<file path="config.mk">
export PLATFORM = sky130hd
export DESIGN_NAME = controlador_hierarquia
export DESIGN_NICKNAME = d
export VERILOG_FILES = /design/src/rtl/controlador_hierarquia.sv
export SDC_FILE = /design/constraint.sdc
export NUM_CORES = 1
export LEC_CHECK = 0
export BUFFER_PORTS_ARGS = -buffer_cell sky130_fd_sc_hd__buf_2
export CORE_AREA = 3 3 72 74
export DETAILED_ROUTE_END_ITERATION = 6
export DIE_AREA = 0 0 75 77
export PLACE_DENSITY = 0.82
export SYNTH_ARGS = -nofsm -noshare
export SYNTH_HDL_FRONTEND = slang
export SYNTH_SLANG_ARGS = --single-unit
export TNS_END_PERCENT = 30
</file>
<file path="constraint.sdc">
create_clock -name clock -period 2.4 [get_ports clock]
set_input_delay 0.24 -clock clock [delete_from_list [all_inputs] [get_ports clock]]
set_output_delay 0.24 -clock clock [all_outputs]
set_load 0.02 [all_outputs]
</file>
<file path="src/rtl/controlador_hierarquia.sv">
// Request sequencer for the L1/L2/main-memory hierarchy datapath: round-robin between
// fetch (port 0) and load/store (port 1). Define HIER_STATS_EN to add hit/miss/writeback counters.
module controlador_hierarquia #(
  parameter int ADDR_W  = 6,
  parameter int DATA_W  = 16,
  parameter int MEM_LAT = 3
) (
  input  logic              clock,
  input  logic              reset,
  input  logic [1:0]        req_valid,
  input  logic [1:0]        req_write,
  input  logic [ADDR_W-1:0] req_addr0,
  input  logic [ADDR_W-1:0] req_addr1,
  input  logic [DATA_W-1:0] req_wdata0,
  input  logic [DATA_W-1:0] req_wdata1,
  output logic [1:0]        req_ready,
  output logic              resp_valid,
  output logic              resp_id,
  output logic [DATA_W-1:0] resp_rdata,
  output logic [ADDR_W-1:0] dp_address,
  output logic [DATA_W-1:0] dp_wdata,
  output logic              dp_write,
  output logic              dp_l1_lookup,
  output logic              dp_l2_lookup,
  output logic              dp_writeback,
  output logic              dp_mem_read,
  output logic              dp_fill,
`ifdef HIER_STATS_EN
  output logic [15:0]       stat_l1_hit,
  output logic [15:0]       stat_l2_hit,
  output logic [15:0]       stat_miss,
  output logic [15:0]       stat_wb,
`endif
  input  logic              hit_L1,
  input  logic              hit_L2,
  input  logic              l2_victim_dirty,
  input  logic [DATA_W-1:0] dp_rdata
);

  localparam int CNT_W = (MEM_LAT > 1) ? $clog2(MEM_LAT) : 1;

  typedef enum logic [2:0] {
    IDLE, L1_LOOK, L2_LOOK, WB, MEM, FILL, DONE
  } state_t;

  state_t              state_q, state_d;
  logic [CNT_W-1:0]    cnt_q, cnt_d;
  logic                rr_last_q;
  logic                grant_idx;
  logic                grant_en;
  logic [ADDR_W-1:0]   addr_q;
  logic [DATA_W-1:0]   wdata_q;
  logic                write_q;
  logic                id_q;
  logic [DATA_W-1:0]   rdata_q;

  // On a tie the port that did not win last time gets the grant.
  assign grant_idx = (req_valid == 2'b11) ? ~rr_last_q : req_valid[1];
  // Gated by reset so no accept pulse leaks out while reset is held with requests pending.
  assign grant_en  = (state_q == IDLE) && (|req_valid) && reset;

  always_ff @(posedge clock or negedge reset) begin
    if (!reset) begin
      state_q <= IDLE;
      cnt_q   <= '0;
    end else begin
      state_q <= state_d;
      cnt_q   <= cnt_d;
    end
  end

  always_comb begin
    state_d = state_q;
    case (state_q)
      IDLE:    if (|req_valid) state_d = L1_LOOK;
      L1_LOOK: state_d = hit_L1 ? DONE : L2_LOOK;
      L2_LOOK: begin
        if (hit_L2)               state_d = FILL;
        else if (l2_victim_dirty) state_d = WB;
        else                      state_d = MEM;
      end
      WB:      if (cnt_q == '0) state_d = MEM;
      MEM:     if (cnt_q == '0) state_d = FILL;
      FILL:    state_d = DONE;
      DONE:    state_d = IDLE;
      default: state_d = IDLE;
    endcase
  end

  // Reload on every state change so WB->MEM starts a fresh MEM_LAT window.
  always_comb begin
    cnt_d = '0;
    if (state_d != state_q)
      cnt_d = CNT_W'(MEM_LAT - 1);
    else if (cnt_q != '0)
      cnt_d = cnt_q - 1'b1;
  end

  always_comb begin
    req_ready    = 2'b00;
    dp_l1_lookup = 1'b0;
    dp_l2_lookup = 1'b0;
    dp_writeback = 1'b0;
    dp_mem_read  = 1'b0;
    dp_fill      = 1'b0;
    resp_valid   = 1'b0;
    if (grant_en) req_ready = grant_idx ? 2'b10 : 2'b01;
    case (state_q)
      L1_LOOK: dp_l1_lookup = 1'b1;
      L2_LOOK: dp_l2_lookup = 1'b1;
      WB:      dp_writeback = 1'b1;
      MEM:     dp_mem_read  = 1'b1;
      FILL:    dp_fill      = 1'b1;
      DONE:    resp_valid   = 1'b1;
      default: ;
    endcase
  end

  always_ff @(posedge clock or negedge reset) begin
    if (!reset) begin
      rr_last_q <= 1'b1;
      addr_q    <= '0;
      wdata_q   <= '0;
      write_q   <= 1'b0;
      id_q      <= 1'b0;
      rdata_q   <= '0;
    end else begin
      if (grant_en) begin
        rr_last_q <= grant_idx;
        id_q      <= grant_idx;
        addr_q    <= grant_idx ? req_addr1 : req_addr0;
        wdata_q   <= grant_idx ? req_wdata1 : req_wdata0;
        write_q   <= req_write[grant_idx];
      end
      if ((state_q == L1_LOOK && hit_L1) || state_q == FILL)
        rdata_q <= dp_rdata;
    end
  end

  assign dp_address = addr_q;
  assign dp_wdata   = wdata_q;
  assign dp_write   = write_q;
  assign resp_id    = id_q;
  assign resp_rdata = rdata_q;

`ifdef HIER_STATS_EN
  logic [15:0] l1_hit_q, l2_hit_q, miss_q, wb_q;

  always_ff @(posedge clock or negedge reset) begin
    if (!reset) begin
      l1_hit_q <= '0;
      l2_hit_q <= '0;
      miss_q   <= '0;
      wb_q     <= '0;
    end else begin
      if (state_q == L1_LOOK && hit_L1 && l1_hit_q != 16'hFFFF)
        l1_hit_q <= l1_hit_q + 16'd1;
      if (state_q == L2_LOOK && hit_L2 && l2_hit_q != 16'hFFFF)
        l2_hit_q <= l2_hit_q + 16'd1;
      if (state_q == L2_LOOK && !hit_L2 && miss_q != 16'hFFFF)
        miss_q <= miss_q + 16'd1;
      if (state_q == WB && cnt_q == '0 && wb_q != 16'hFFFF)
        wb_q <= wb_q + 16'd1;
    end
  end

  assign stat_l1_hit = l1_hit_q;
  assign stat_l2_hit = l2_hit_q;
  assign stat_miss   = miss_q;
  assign stat_wb     = wb_q;
`endif

endmodule

</file>
==> metrics.txt <==
gr usage total=0.1693; number of flops mapped to enable cells by yosys=0; port bufs=116; drt initial violations=68; final setup vio count=0; DRC violations left=0; Synth area leaders=dfrtp_1 (50%), mux2_2 (23%), mux2_4 (12%); setup repair bufs after CTS=0; vias in the first global route=1601; worst r2r path cells=4; Buf/Inv on CP=2; area fraction of the dominant cell type after synthesis=0.5006; Resized Gates After CTS=0; Pre-Repair DR Iteration Count=4; clock latency on the worst-skew pair=290 ps; CTS Buf Count=5; critical path, cell by cell=o21ba_1 -> and3_1 -> buf_12 -> nor2b_1 -> buf_2; commonest non-fill, non-tap cell in the layout=buf_2; synthesized area=2250 µm²; hpwl dp=3.685 mm; cts hold-fix bufs=0; power per cell area=1293 nW/µm²; Clk pin slew, worst setup/hold paths=80 ps; Crit path arrival time=1840 ps; async set-reset flop share out of synthesis=1.000; Root Buffer=clkbuf_8; vias=1605; Final Hold Vio Count=0; Layout Utilization=0.6333; Critical Path End Type=output port; Worst VDD drop=562.7 µV; Syn Inst Count=153; R2R Path Start=state_q[2]; Yosys Warn Count=0; Die ar.=5775 µm²; CP max stage cell=dfrtp_1; Ant. Diodes=0; most frequent cells in the layout=buf_2 (116), mux2_2 (46), dfrtp_1 (45), mux2_4 (18), clkbuf_8 (6); max-cap viol count=0; worst-margin pin slew=556.7 ps; type of element launching the critical path=register; top cell type by total area after synthesis=dfrtp_1; Clock Sinks=46; Worst EP required=2160 ps; fin crit period=2076 ps; gpl congestion=0.7609; fillers=367; initial antenna violation count=0; H-tree Lvls=2; Mapped Nets=222; Top delay family on crit path=flip-flops; prevailing post-synth register cell=dfrtp_1; Max Fclk=481.8 MHz; Hold WC Path Type=input port to async pin; period utilization=0.8649; Longest Clk Path Bufs=2; Leak=0.001491 µW; nets=341; synthesized area per cell=14.70 µm²; Worst Clk Skew=6.869 ps; CP Max Fanout=27; status=completed; CP max stage delay=500 ps; Rel. slew slack=0.6289; post-synthesis sequential area ratio=0.5122; vias per inst=4.908; # IOs=117; unrepaired setup endpoints after global routing=no; RR Endpoint=dp_wdata[0]; largest net degree at the start of global routing=47; post-route ant nets=0; Max Slew Vio Count=0; Setup TNS=0 ps; core box area=4661 µm²; Die Y=77 µm; FF+latch count, synth=46; drt wl/cell=14.63 µm; R2R Setup Slk=690 ps; share of cells above drive strength 1=0.7143; first-pass GRT wire length=7.541 mm; die width=75 µm; Setup CP Type=register to output port; Initial Util=0.4827; Area growth, synth to finish=31.20%; CTS tree=yes; library cells used by synthesis=32; standard-cell rows=25; DRT Wirelength=4.785 mm; total global routing overflow=0
==> through the flow <==
stage / worst slack, ps / std cells / instance area, µm² / total power (µW) / hold WS [ps]
after global placement: 674.0 / 319 / 2860 / 3329 / 399.8
after detailed placement: 647.9 / 319 / 2860 / 3381 / 391.1
after global routing: 230.6 / 327 / 2952 / 4067 / 91.72
after floorplan: 750.0 / 153 / 2250 / 2800 / -55.59
after CTS: 322.7 / 327 / 2952 / 3861 / 69.38
final: 324.3 / 327 / 2952 / 3817 / 42.92
==> cells by family after synthesis <==
logic type / share of synthesized area
mux: 0.3548
flops: 0.5122
simple gates: 0.05395
compound gates: 0.04005
buf+inv: 0.03893
==> area by class of cell <==
type	instances	area, µm²	area share
Timing Repair Buffer	120	623.1	0.2111
Tap cell	54	67.56	0.02289
Multi-Input combinational cell	97	1010	0.3421
Clock inverter	1	5.005	0.001696
Sequential cell	46	1152	0.3904
Clock buffer	7	86.33	0.02925
Inverter	2	7.507	0.002543
==> report_power, final <==
| group | internal [µW] | switching, µW | total, µW |
|---|---|---|---|
| Combinational | 938 | 995 | 1930 |
| Clock | 232 | 239 | 472 |
| Sequential | 1170 | 238 | 1410 |
| Total | 2340 | 1470 | 3820 |
==> cell usage after synthesis, types with 2 or more instances <==
cell type	n
clkbuf_1	2
and3_1	2
mux2_2	46
and3b_1	2
inv_1	2
nor2_1	4
dfrtp_1	45
and2_1	2
a21oi_1	2
o21ai_0	2
nor3_1	2
mux2_4	18
nand2b_1	3
buf_6	2
buf_4	2
==> state kept, by name (all words and copies together), names as in the netlist <==
name	count
resp_rdata	16
dp_wdata	16
dp_address	6
resp_id	1
rr_last_q	1
state_q	3
dp_write	1
cnt_q	2
==> per-layer routing <==
metal / global-route usage / up-vias / wire (µm)
met4: 0.05160 / 0 / 61
li1: - / 784 / -
met3: 0.03670 / 7 / 261
met2: 0.2918 / 57 / 2527
met1: 0.2061 / 757 / 1935
met5: 0 / - / 0
==> worst max path at each step <==
stage | start | endpoint | slack, ps | depth (start not counted)
6_report | state_q[2] | req_ready[0] | 320 | 5
2_1_floorplan | state_q[2] | req_ready[0] | 750 | 5
4_1_cts | state_q[2] | req_ready[0] | 320 | 5
3_5_place_dp | state_q[2] | req_ready[0] | 650 | 5
3_3_place_gp | state_q[2] | req_ready[0] | 670 | 5
5_1_grt | state_q[2] | req_ready[0] | 230 | 5
==> worst register-to-register path: cells and delay by family (launching register included) <==
kind                   cells  cell delay, ps
AO/OA/AOI/OAI              1             310
buffers and inverters      1             220
flip-flops                 1             500
multiplexers               1             360
AND/OR/NAND/NOR            1             210
Power figures use the tool's default switching activity.
